### config.mk
export PLATFORM = sky130hd
export DESIGN_NAME = iter_divider_flat
export DESIGN_NICKNAME = d
export VERILOG_FILES = /design/src/rtl/iter_divider_if.sv /design/src/rtl/iter_divider.sv /design/src/flat_wrapper.sv
export SDC_FILE = /design/constraint.sdc
export NUM_CORES = 1
export LEC_CHECK = 0
export CORE_MARGIN = 3
export CORE_UTILIZATION = 35
export DETAILED_ROUTE_END_ITERATION = 6
export MAX_ROUTING_LAYER = met4
export PLACE_DENSITY = 0.61
export SLEW_MARGIN = 20
export SYNTH_ARGS = -nofsm -noshare
export SYNTH_HDL_FRONTEND = slang
export SYNTH_SLANG_ARGS = --single-unit
### constraint.sdc
create_clock -name clk -period 5.26 [get_ports clk]
set_input_delay 0.526 -clock clk [delete_from_list [all_inputs] [get_ports clk]]
set_output_delay 0.526 -clock clk [all_outputs]
set_load 0.01 [all_outputs]
### src/rtl/iter_divider_if.sv
// Request/result handshake bundle for the MDU divider.
// master: the MDU stage issuing divides; slave: the divider itself.
interface iter_divider_if #(
  parameter int WIDTH = 32
);
  logic             div_valid_i;
  logic             div_ready_o;
  logic             div_signed_i;
  logic [WIDTH-1:0] z_i;
  logic [WIDTH-1:0] d_i;
  logic             res_valid_o;
  logic             res_ready_i;
  logic [WIDTH-1:0] q_o;
  logic [WIDTH-1:0] s_o;

  modport master (
    output div_valid_i, div_signed_i, z_i, d_i, res_ready_i,
    input  div_ready_o, res_valid_o, q_o, s_o
  );

  modport slave (
    input  div_valid_i, div_signed_i, z_i, d_i, res_ready_i,
    output div_ready_o, res_valid_o, q_o, s_o
  );
endinterface

### src/rtl/iter_divider.sv
// Iterative radix-2 restoring divider, one quotient bit per cycle.
// Signed and unsigned modes; divide-by-zero yields q=all ones, s=dividend.
// Optional feature macro: ITER_DIVIDER_EARLY_OUT_EN -- when defined, a
// request with |Z| < |D| (D nonzero) bypasses the iterations and completes
// one cycle after accept.
module iter_divider #(
  parameter int WIDTH = 32
) (
  input  logic           clk,
  input  logic           rst,
  iter_divider_if.slave  bus
);

  localparam int CW = $clog2(WIDTH + 1);

  typedef enum logic [1:0] {IDLE, CALC, DONE} state_t;

  state_t           state_reg, state_next;
  logic [WIDTH:0]   r_reg, r_next;         // partial remainder, one bit wider
  logic [WIDTH-1:0] a_reg, a_next;         // dividend bits out, quotient bits in
  logic [WIDTH-1:0] d_mag_reg, d_mag_next;
  logic [WIDTH-1:0] z_raw_reg, z_raw_next;
  logic             neg_q_reg, neg_q_next;
  logic             neg_s_reg, neg_s_next;
  logic             dz_reg, dz_next;
  logic [CW-1:0]    cnt_reg, cnt_next;
  logic [WIDTH-1:0] q_reg, q_next;
  logic [WIDTH-1:0] s_reg, s_next;

  // Operand magnitudes at the request port (two's-complement negate; the
  // most negative value maps onto itself, which is correct as unsigned).
  logic [WIDTH-1:0] z_mag, d_mag;
  logic             d_zero;

  // One restoring step on the current state.
  logic [WIDTH:0]   r_shift;
  logic             q_bit;
  logic [WIDTH:0]   r_step;
  logic [WIDTH-1:0] a_step;

  // Operand conditioning for the request channel.
  always_comb begin
    z_mag  = (bus.div_signed_i && bus.z_i[WIDTH-1]) ? -bus.z_i : bus.z_i;
    d_mag  = (bus.div_signed_i && bus.d_i[WIDTH-1]) ? -bus.d_i : bus.d_i;
    d_zero = (bus.d_i == '0);
  end

  // Shift {r,a} left by one, then trial-subtract |D|.
  always_comb begin
    r_shift = {r_reg[WIDTH-1:0], a_reg[WIDTH-1]};
    q_bit   = (r_shift >= {1'b0, d_mag_reg});
    r_step  = q_bit ? (r_shift - {1'b0, d_mag_reg}) : r_shift;
    a_step  = {a_reg[WIDTH-2:0], q_bit};
  end

  // Next-state and datapath update for the IDLE/CALC/DONE sequence.
  always_comb begin
    state_next = state_reg;
    r_next     = r_reg;
    a_next     = a_reg;
    d_mag_next = d_mag_reg;
    z_raw_next = z_raw_reg;
    neg_q_next = neg_q_reg;
    neg_s_next = neg_s_reg;
    dz_next    = dz_reg;
    cnt_next   = cnt_reg;
    q_next     = q_reg;
    s_next     = s_reg;

    case (state_reg)
      IDLE: begin
        // Ready is high whenever in IDLE outside reset; reset is handled
        // in the register block and overrides any accept.
        if (bus.div_valid_i) begin
          r_next     = '0;
          a_next     = z_mag;
          d_mag_next = d_mag;
          z_raw_next = bus.z_i;
          neg_q_next = bus.div_signed_i & (bus.z_i[WIDTH-1] ^ bus.d_i[WIDTH-1]);
          neg_s_next = bus.div_signed_i & bus.z_i[WIDTH-1];
          dz_next    = d_zero;
          cnt_next   = CW'(WIDTH);
          state_next = CALC;
`ifdef ITER_DIVIDER_EARLY_OUT_EN
          // Quotient is trivially zero and the remainder is the dividend.
          if (!d_zero && (z_mag < d_mag)) begin
            q_next     = '0;
            s_next     = bus.z_i;
            state_next = DONE;
          end
`endif
        end
      end

      CALC: begin
        r_next   = r_step;
        a_next   = a_step;
        cnt_next = cnt_reg - CW'(1);
        if (cnt_reg == CW'(1)) begin
          state_next = DONE;
          if (dz_reg) begin
            // Divide by zero bypasses sign fix-up in both modes.
            q_next = '1;
            s_next = z_raw_reg;
          end else begin
            q_next = neg_q_reg ? -a_step : a_step;
            s_next = neg_s_reg ? -r_step[WIDTH-1:0] : r_step[WIDTH-1:0];
          end
        end
      end

      DONE: begin
        if (bus.res_ready_i) begin
          state_next = IDLE;
        end
      end

      default: state_next = IDLE;
    endcase
  end

  // State and datapath registers; reset also acts as the MDU flush.
  always_ff @(posedge clk) begin
    if (rst) begin
      state_reg <= IDLE;
      r_reg     <= '0;
      a_reg     <= '0;
      d_mag_reg <= '0;
      z_raw_reg <= '0;
      neg_q_reg <= 1'b0;
      neg_s_reg <= 1'b0;
      dz_reg    <= 1'b0;
      cnt_reg   <= '0;
      q_reg     <= '0;
      s_reg     <= '0;
    end else begin
      state_reg <= state_next;
      r_reg     <= r_next;
      a_reg     <= a_next;
      d_mag_reg <= d_mag_next;
      z_raw_reg <= z_raw_next;
      neg_q_reg <= neg_q_next;
      neg_s_reg <= neg_s_next;
      dz_reg    <= dz_next;
      cnt_reg   <= cnt_next;
      q_reg     <= q_next;
      s_reg     <= s_next;
    end
  end

  // Handshake outputs; result valid comes straight from the state register.
  always_comb begin
    bus.div_ready_o = (state_reg == IDLE) & ~rst;
    bus.res_valid_o = (state_reg == DONE);
    bus.q_o         = q_reg;
    bus.s_o         = s_reg;
  end

endmodule
### src/flat_wrapper.sv
// flat-port wrapper written by rule: the top's interface ports become plain ports
module iter_divider_flat 
#(
  parameter int WIDTH = 32
)
  (clk, rst, bus_div_valid_i, bus_div_signed_i, bus_z_i, bus_d_i, bus_res_ready_i, bus_div_ready_o, bus_res_valid_o, bus_q_o, bus_s_o);
  iter_divider_if #(.WIDTH(WIDTH)) bus_i ();
  input  logic clk;
  input  logic rst;
  input wire logic [$bits(bus_i.div_valid_i)-1:0] bus_div_valid_i;
  input wire logic [$bits(bus_i.div_signed_i)-1:0] bus_div_signed_i;
  input wire logic [$bits(bus_i.z_i)-1:0] bus_z_i;
  input wire logic [$bits(bus_i.d_i)-1:0] bus_d_i;
  input wire logic [$bits(bus_i.res_ready_i)-1:0] bus_res_ready_i;
  output wire logic [$bits(bus_i.div_ready_o)-1:0] bus_div_ready_o;
  output wire logic [$bits(bus_i.res_valid_o)-1:0] bus_res_valid_o;
  output wire logic [$bits(bus_i.q_o)-1:0] bus_q_o;
  output wire logic [$bits(bus_i.s_o)-1:0] bus_s_o;
  assign bus_i.div_valid_i = bus_div_valid_i;
  assign bus_i.div_signed_i = bus_div_signed_i;
  assign bus_i.z_i = bus_z_i;
  assign bus_i.d_i = bus_d_i;
  assign bus_i.res_ready_i = bus_res_ready_i;
  assign bus_div_ready_o = bus_i.div_ready_o;
  assign bus_res_valid_o = bus_i.res_valid_o;
  assign bus_q_o = bus_i.q_o;
  assign bus_s_o = bus_i.s_o;
  iter_divider #(.WIDTH(WIDTH)) u_core (.clk(clk), .rst(rst), .bus(bus_i));
endmodule
-- Word-level counts from Yosys, hierarchy flattened
Index checks and enable logic that the tools add are counted.
- order comparisons: 1
- multipliers: 0
- eq/ne operators: 6
- bitwise gates (word level): 5
- $add $sub $neg: 6
- divide/modulo/power cells: 0
- reduce and logical (&&, ||, !) cells: 9
- shifts and indexed selects: 0
- mux-type cells: 17
- operators with widths (kind ; count):
    two-way mux 32 bit ; 9
    negator 32 bit ; 4
    case mux 32 bit (2 select lines) ; 2
    >= comparator 33 x 32 -> 1 bit ; 1
    logical NOT 32 bit ; 1
    subtractor 32 bit ; 1
    case mux 6 bit (2 select lines) ; 1
    == test 6 x 1 -> 1 bit (second input constant) ; 1
    two-way mux 2 bit ; 3
    two-way mux 6 bit ; 1
    case mux 2 bit (3 select lines) ; 1
    AND reduction 2 bit ; 3
    subtractor 6 x 1 -> 6 bit (second input constant) ; 1
    inequality test 2 bit (second input constant) ; 2
    AND 1 bit ; 3
    AND reduction 3 bit ; 1
    == test 2 x 1 -> 1 bit (second input constant) ; 1
    == test 2 bit (second input constant) ; 1
    logical AND 1 bit ; 2
    logical NOT 2 bit ; 1
    inequality test 2 x 1 -> 1 bit (second input constant) ; 1
    nonzero test 2 bit ; 1
    NOT 1 bit ; 1
    bitwise XOR 1 bit ; 1
- latch bits: 0
- bits in registers: 203
- input bits: 69
- RAM bits: 0
- word-level logic and storage cells: 55
- memories kept: 0
- ROM bits: 0
- output and inout bits: 66

-- Logic depth before layout (Yosys ltp)
- depth in word-level cells: 5
- depth in mapped cells: 24
- mapped depth without buffers: 20

-- Worst setup path after synthesis
OpenSTA, ideal clock, no wires.
- kind: register -> register
- start: reg u_core.d_mag_reg[22]
- end: reg u_core.s_reg[30], in the netlist u_core.bus.s_o[30]
- clock period less this slack: 4.589 ns
- stages on the path, launching flop included: 23
- setup time: 0.095 ns
- path buffers: 4
- setup slack: 0.671 ns
- arrival time: 4.494 ns
- required time: 5.165 ns
- cells stage by stage: dfxtp_1 > inv_1 > ha_1 > buf_6 > and4_1 > and2_4 > a221o_1 > a21oi_2 > o21a_2 > nand2_2 > clkbuf_8 > clkbuf_1 > clkbuf_8 > o21ai_0 > ha_1 > nand2_1 > nor3_1 > nand4_1 > nor4_1 > o2111ai_1 > o31ai_1 > xor2_1 > a221oi_1
- longest elaborated chain between the ends: 5
- elaborated cells between the ends (all ways): 6
- those cells by class: add/sub: 2; order compare: 1; mux: 3
- RTL lines (what ; RTL line ; source):
    from (decl) ; iter_divider.sv:21 ; logic [WIDTH-1:0] d_mag_reg, d_mag_next;
    from (signal assigned) ; iter_divider.sv:140 ; d_mag_reg <= d_mag_next;
    subtractor 32 bit or >= comparator 33 x 32 -> 1 bit (tied branches) ; iter_divider.sv:52, iter_divider.sv:51 ;
    two-way mux 32 bit * ; iter_divider.sv:52 ; r_step = q_bit ? (r_shift - {1'b0, d_mag_reg}) : r_shift;
    negator 32 bit ; iter_divider.sv:107 ; s_next = neg_s_reg ? -r_step[WIDTH-1:0] : r_step[WIDTH-1:0];
    two-way mux 32 bit * ; iter_divider.sv:107 ;
    two-way mux 32 bit * ; iter_divider.sv:101 ; if (dz_reg) begin
    to (signal assigned) ; iter_divider.sv:147 ; s_reg <= s_next;
    to (decl) ; iter_divider.sv:28 ; logic [WIDTH-1:0] s_reg, s_next;
Every way passes the cells marked *; elsewhere a longest branch is shown, timed or not.
A chain may end at the register's enable or synchronous reset.

-- Worst setup path after layout
- start: reg u_core.a_reg[31]
- end: reg u_core.s_reg[30], in the netlist u_core.bus.s_o[30]
- longest elaborated chain between the ends: 5
- elaborated cells between the ends (all ways): 6
- those cells by class: add/sub: 2; order compare: 1; mux: 3
- RTL lines (what ; RTL line ; source):
    from (decl) ; iter_divider.sv:20 ; logic [WIDTH-1:0] a_reg, a_next;
    from (signal assigned) ; iter_divider.sv:139 ; a_reg <= a_next;
    subtractor 32 bit or >= comparator 33 x 32 -> 1 bit (tied branches) ; iter_divider.sv:52, iter_divider.sv:51 ;
    two-way mux 32 bit * ; iter_divider.sv:52 ;
    negator 32 bit ; iter_divider.sv:107 ;
    two-way mux 32 bit * ; iter_divider.sv:107 ;
    two-way mux 32 bit * ; iter_divider.sv:101 ;
Marks and branches as above.

==> results.json <==
{
  "crit_chain": "inv_1 -> ha_1 -> nand2b_2 -> a211oi_4 -> o211a_1 -> o21ba_2 -> o211ai_2 -> nand2_2 -> mux2i_1 -> ha_1 -> nand2_1 -> nor3_1 -> nand4_1 -> nor4_1 -> o2111ai_2 -> o31ai_1 -> xor2_1 -> a221oi_1",
  "cts_root_buffer": "clkbuf_16",
  "synth_area_per_cell_um2": 7.69,
  "cts-resized-gates": 0,
  "core-area_um2": 35800,
  "wl_mm": 39.9,
  "wl_per_cell_um": 18.0,
  "synthSimpleGateAreaFrac_pct": 21.5,
  "tns_ns": 0,
  "cp_data_required_time_ns": 5.67,
  "finalClockSkew_ns": 0.0158,
  "setup_viol": 0,
  "initial_utilization_pct": 35.8,
  "via_count": 12400,
  "synth_compound_area_share_pct": 26.0,
  "ant_nets": 0,
  "crit_top_cell": "ha_1",
  "synth_async_sr_flop_share_pct": 0,
  "synthTopCellsByArea": "dfxtp_1 (32%), nand2_1 (6.2%), nor2_1 (5.8%), a21oi_1 (5.8%), xor2_1 (5.4%)",
  "cellPowerDensity_nw_per_um2": 388,
  "slowest_stage": "dfxtp_1",
  "r2r_setup_slack_ns": 0.45,
  "rows": 69,
  "io_pins": 135,
  "syn_nets": 1777,
  "cts_buffers": 24,
  "hp-start": "u_core.bus.s_o[29]$_SDFFE_PP0P_",
  "grt_pass1_wl_mm": 64.0,
  "max_freq_ghz": 0.208,
  "die-area_um2": 39000,
  "hold_class": "flip-flop to flip-flop",
  "cts.path.max_buffers": 3,
  "viasPerCell": 5.60,
  "place.gp.congestion": 0.907,
  "antenna_cells": 0,
  "synth_enable_flop_cells": 0,
  "clk_latency_ns": 0.52,
  "portBuffers": 134,
  "min_period_ns": 4.81,
  "layout.nets": 1851,
  "cap_violations": 0,
  "synthCells": 1669,
  "cts_sinks": 203,
  "worst_slew_pin_slew_ns": 0.979,
  "dr.pass1.iters": 6,
  "drt-initial-drc-count": 798,
  "critPathCaptureType": "flip-flop",
  "path_class": "flip-flop to flip-flop",
  "ys.flop_type": "dfxtp_1",
  "hold_violations": 0,
  "hold_buffers": 0,
  "synthAdderAreaFrac_pct": 3.86,
  "path_buf_inv": 1,
  "track_usage_pct": 20.5,
  "grt.overflow.total": 0,
  "worstSetupStartpoint": "u_core.a_reg[31]$_SDFFE_PP0P_",
  "yosys_warnings": 0,
  "hpwl_mm": 29.5,
  "synth_top_family_by_area": "compound AO/OA/AOI/OAI gates",
  "layout-drive-gt1-share_pct": 6.76,
  "path_delay_family": "compound AO/OA/AOI/OAI gates",
  "period_share_pct": 91.5,
  "yosysSeqAreaShare_pct": 31.7,
  "ys_types": 92,
  "rsz0062_at_grt": "false",
  "dpl_worst_slack_ns": 0.543,
  "clkTransAtPathRegs_ns": 0.06,
  "fp.dieW_um": 197,
  "antenna_found_initial": 0,
  "ys_seq_elements": 203,
  "synthToLayoutAreaGrowth_pct": 18.9,
  "grt_max_degree": 126,
  "cts_max_level": 1,
  "cp_slowest_stage_delay_ns": 0.56,
  "yosysTopAreaCell": "dfxtp_1",
  "regToRegStartpoint": "u_core.a_reg[31]$_SDFFE_PP0P_",
  "leakagePower_nw": 5.54,
  "grt_pass1_vias": 11800,
  "drc": 0,
  "cp-start-kind": "flip-flop",
  "drv_slew": 0,
  "setup_ws_ns": 0.445,
  "hold_ws_ns": 0.454,
  "die_h_um": 197,
  "synth_area_um2": 12800,
  "postCtsSetupBuffers": 0,
  "status": "finished, final reports clean",
  "critPathMaxFanout": 6,
  "cp.arrival_ns": 5.22,
  "vdd_drop_max_uv": 224,
  "synthXorXnorAreaFrac_pct": 9.08,
  "fill_cells": 3651,
  "cts_tree": "yes",
  "netlist.area_leader.share_pct": 31.7,
  "power_mw": 5.93,
  "maxSlewHeadroom_pct": 34.8,
  "synth_mux_area_share_pct": 2.41
}
==> synthesized netlist by cell type, types with 17 or more instances <==
library cell and n:
o31ai_1 21, nor2_1 200, a21oi_1 148, inv_1 52, xnor2_1 54, nand4_1 17, xor2_1 79, dfxtp_1 203
a22oi_1 31, clkbuf_1 83, nand2_1 211, ha_1 38, nand3_1 29, mux2i_1 23, nor4_1 21, o21ai_0 72
a31oi_1 35, a211oi_1 74, or3_1 17, a311oi_1 18, nor3_1 36
==> per-layer routing <==
metal | part of all wire [%] | track usage (%) | up-vias
met5 | 0 | - | -
met2 | 47 | 33.6 | 293
li1 | - | - | 6168
met3 | 4.2 | 1.84 | 56
met4 | 2.3 | 4.82 | 0
met1 | 46 | 27.7 | 5930
==> cell usage in the layout (no fill, tap or decap), types with 6 or more instances in the layout <==
master,n
o41ai_1,11
mux2i_1,23
a311oi_1,18
nor4_1,21
clkdlybuf4s50_1,133
xor2_1,79
o31ai_1,21
and2_1,8
nor2b_1,7
a211oi_1,74
nand4_1,17
mux2_2,7
o21a_1,8
o211ai_1,11
or4_1,13
inv_1,52
nor2_1,197
a21o_1,11
ha_1,38
a31oi_1,35
xnor2_1,54
nand3_1,29
and3_1,8
buf_4,19
nor3_1,36
nand2b_1,9
or3_1,17
a21oi_1,148
or2_2,6
a22oi_1,31
o21ai_0,71
nand2_1,210
dfxtp_1,203
clkbuf_16,25
==> per-stage QoR <==
step	instance area [µm²]	instances	utilization, %
2_1_floorplan	12800	1669	-
3_3_place_gp	14400	2178	40.2
3_5_place_dp	14400	2178	40.2
4_1_cts	15300	2221	42.6
5_1_grt	15300	2221	42.6
6_report	15300	2221	42.6
==> kinds of logic after synthesis <==
logic type / after synthesis
and+or+nand+nor: 607
AOI/OAI and AO/OA: 498
DFF: 203
buffers and inverters: 159
xor gates and xnor gates: 133
adders and majority gates: 39
muxes: 30
==> worst min-delay path, stage by stage (launching register included) <==
cell	delay, ns
dfxtp_1	0.31
nand2_1	0.05
o2bb2ai_1	0.05
==> where the power goes <==
group          total [mW]  switching [mW]  internal [mW]
clock network        1.78           0.677           1.11
registers            1.74          0.0974           1.64
logic                2.41            1.49          0.919
==> worst paths after layout <==
kind / end / depth (start not counted)
worst max-delay path: u_core.bus.s_o[30]$_SDFFE_PP0P_ / 18
worst min-delay path: u_core.bus.s_o[29]$_SDFFE_PP0P_ / 2
worst max register to register: u_core.bus.s_o[30]$_SDFFE_PP0P_ / 18
worst min register to register: u_core.bus.s_o[29]$_SDFFE_PP0P_ / 2
==> layout make-up <==
class | count | area, µm² | share of cell area, %
multi-input cells | 1307 | 8090 | 53.0
flip-flops and latches | 203 | 4060 | 26.6
repair buffers | 153 | 1490 | 9.73
clock buffers | 33 | 686 | 4.49
well taps | 461 | 577 | 3.78
inverters | 54 | 205 | 1.34
clock inverters | 10 | 155 | 1.02
(Power assumes the default switching activity.)
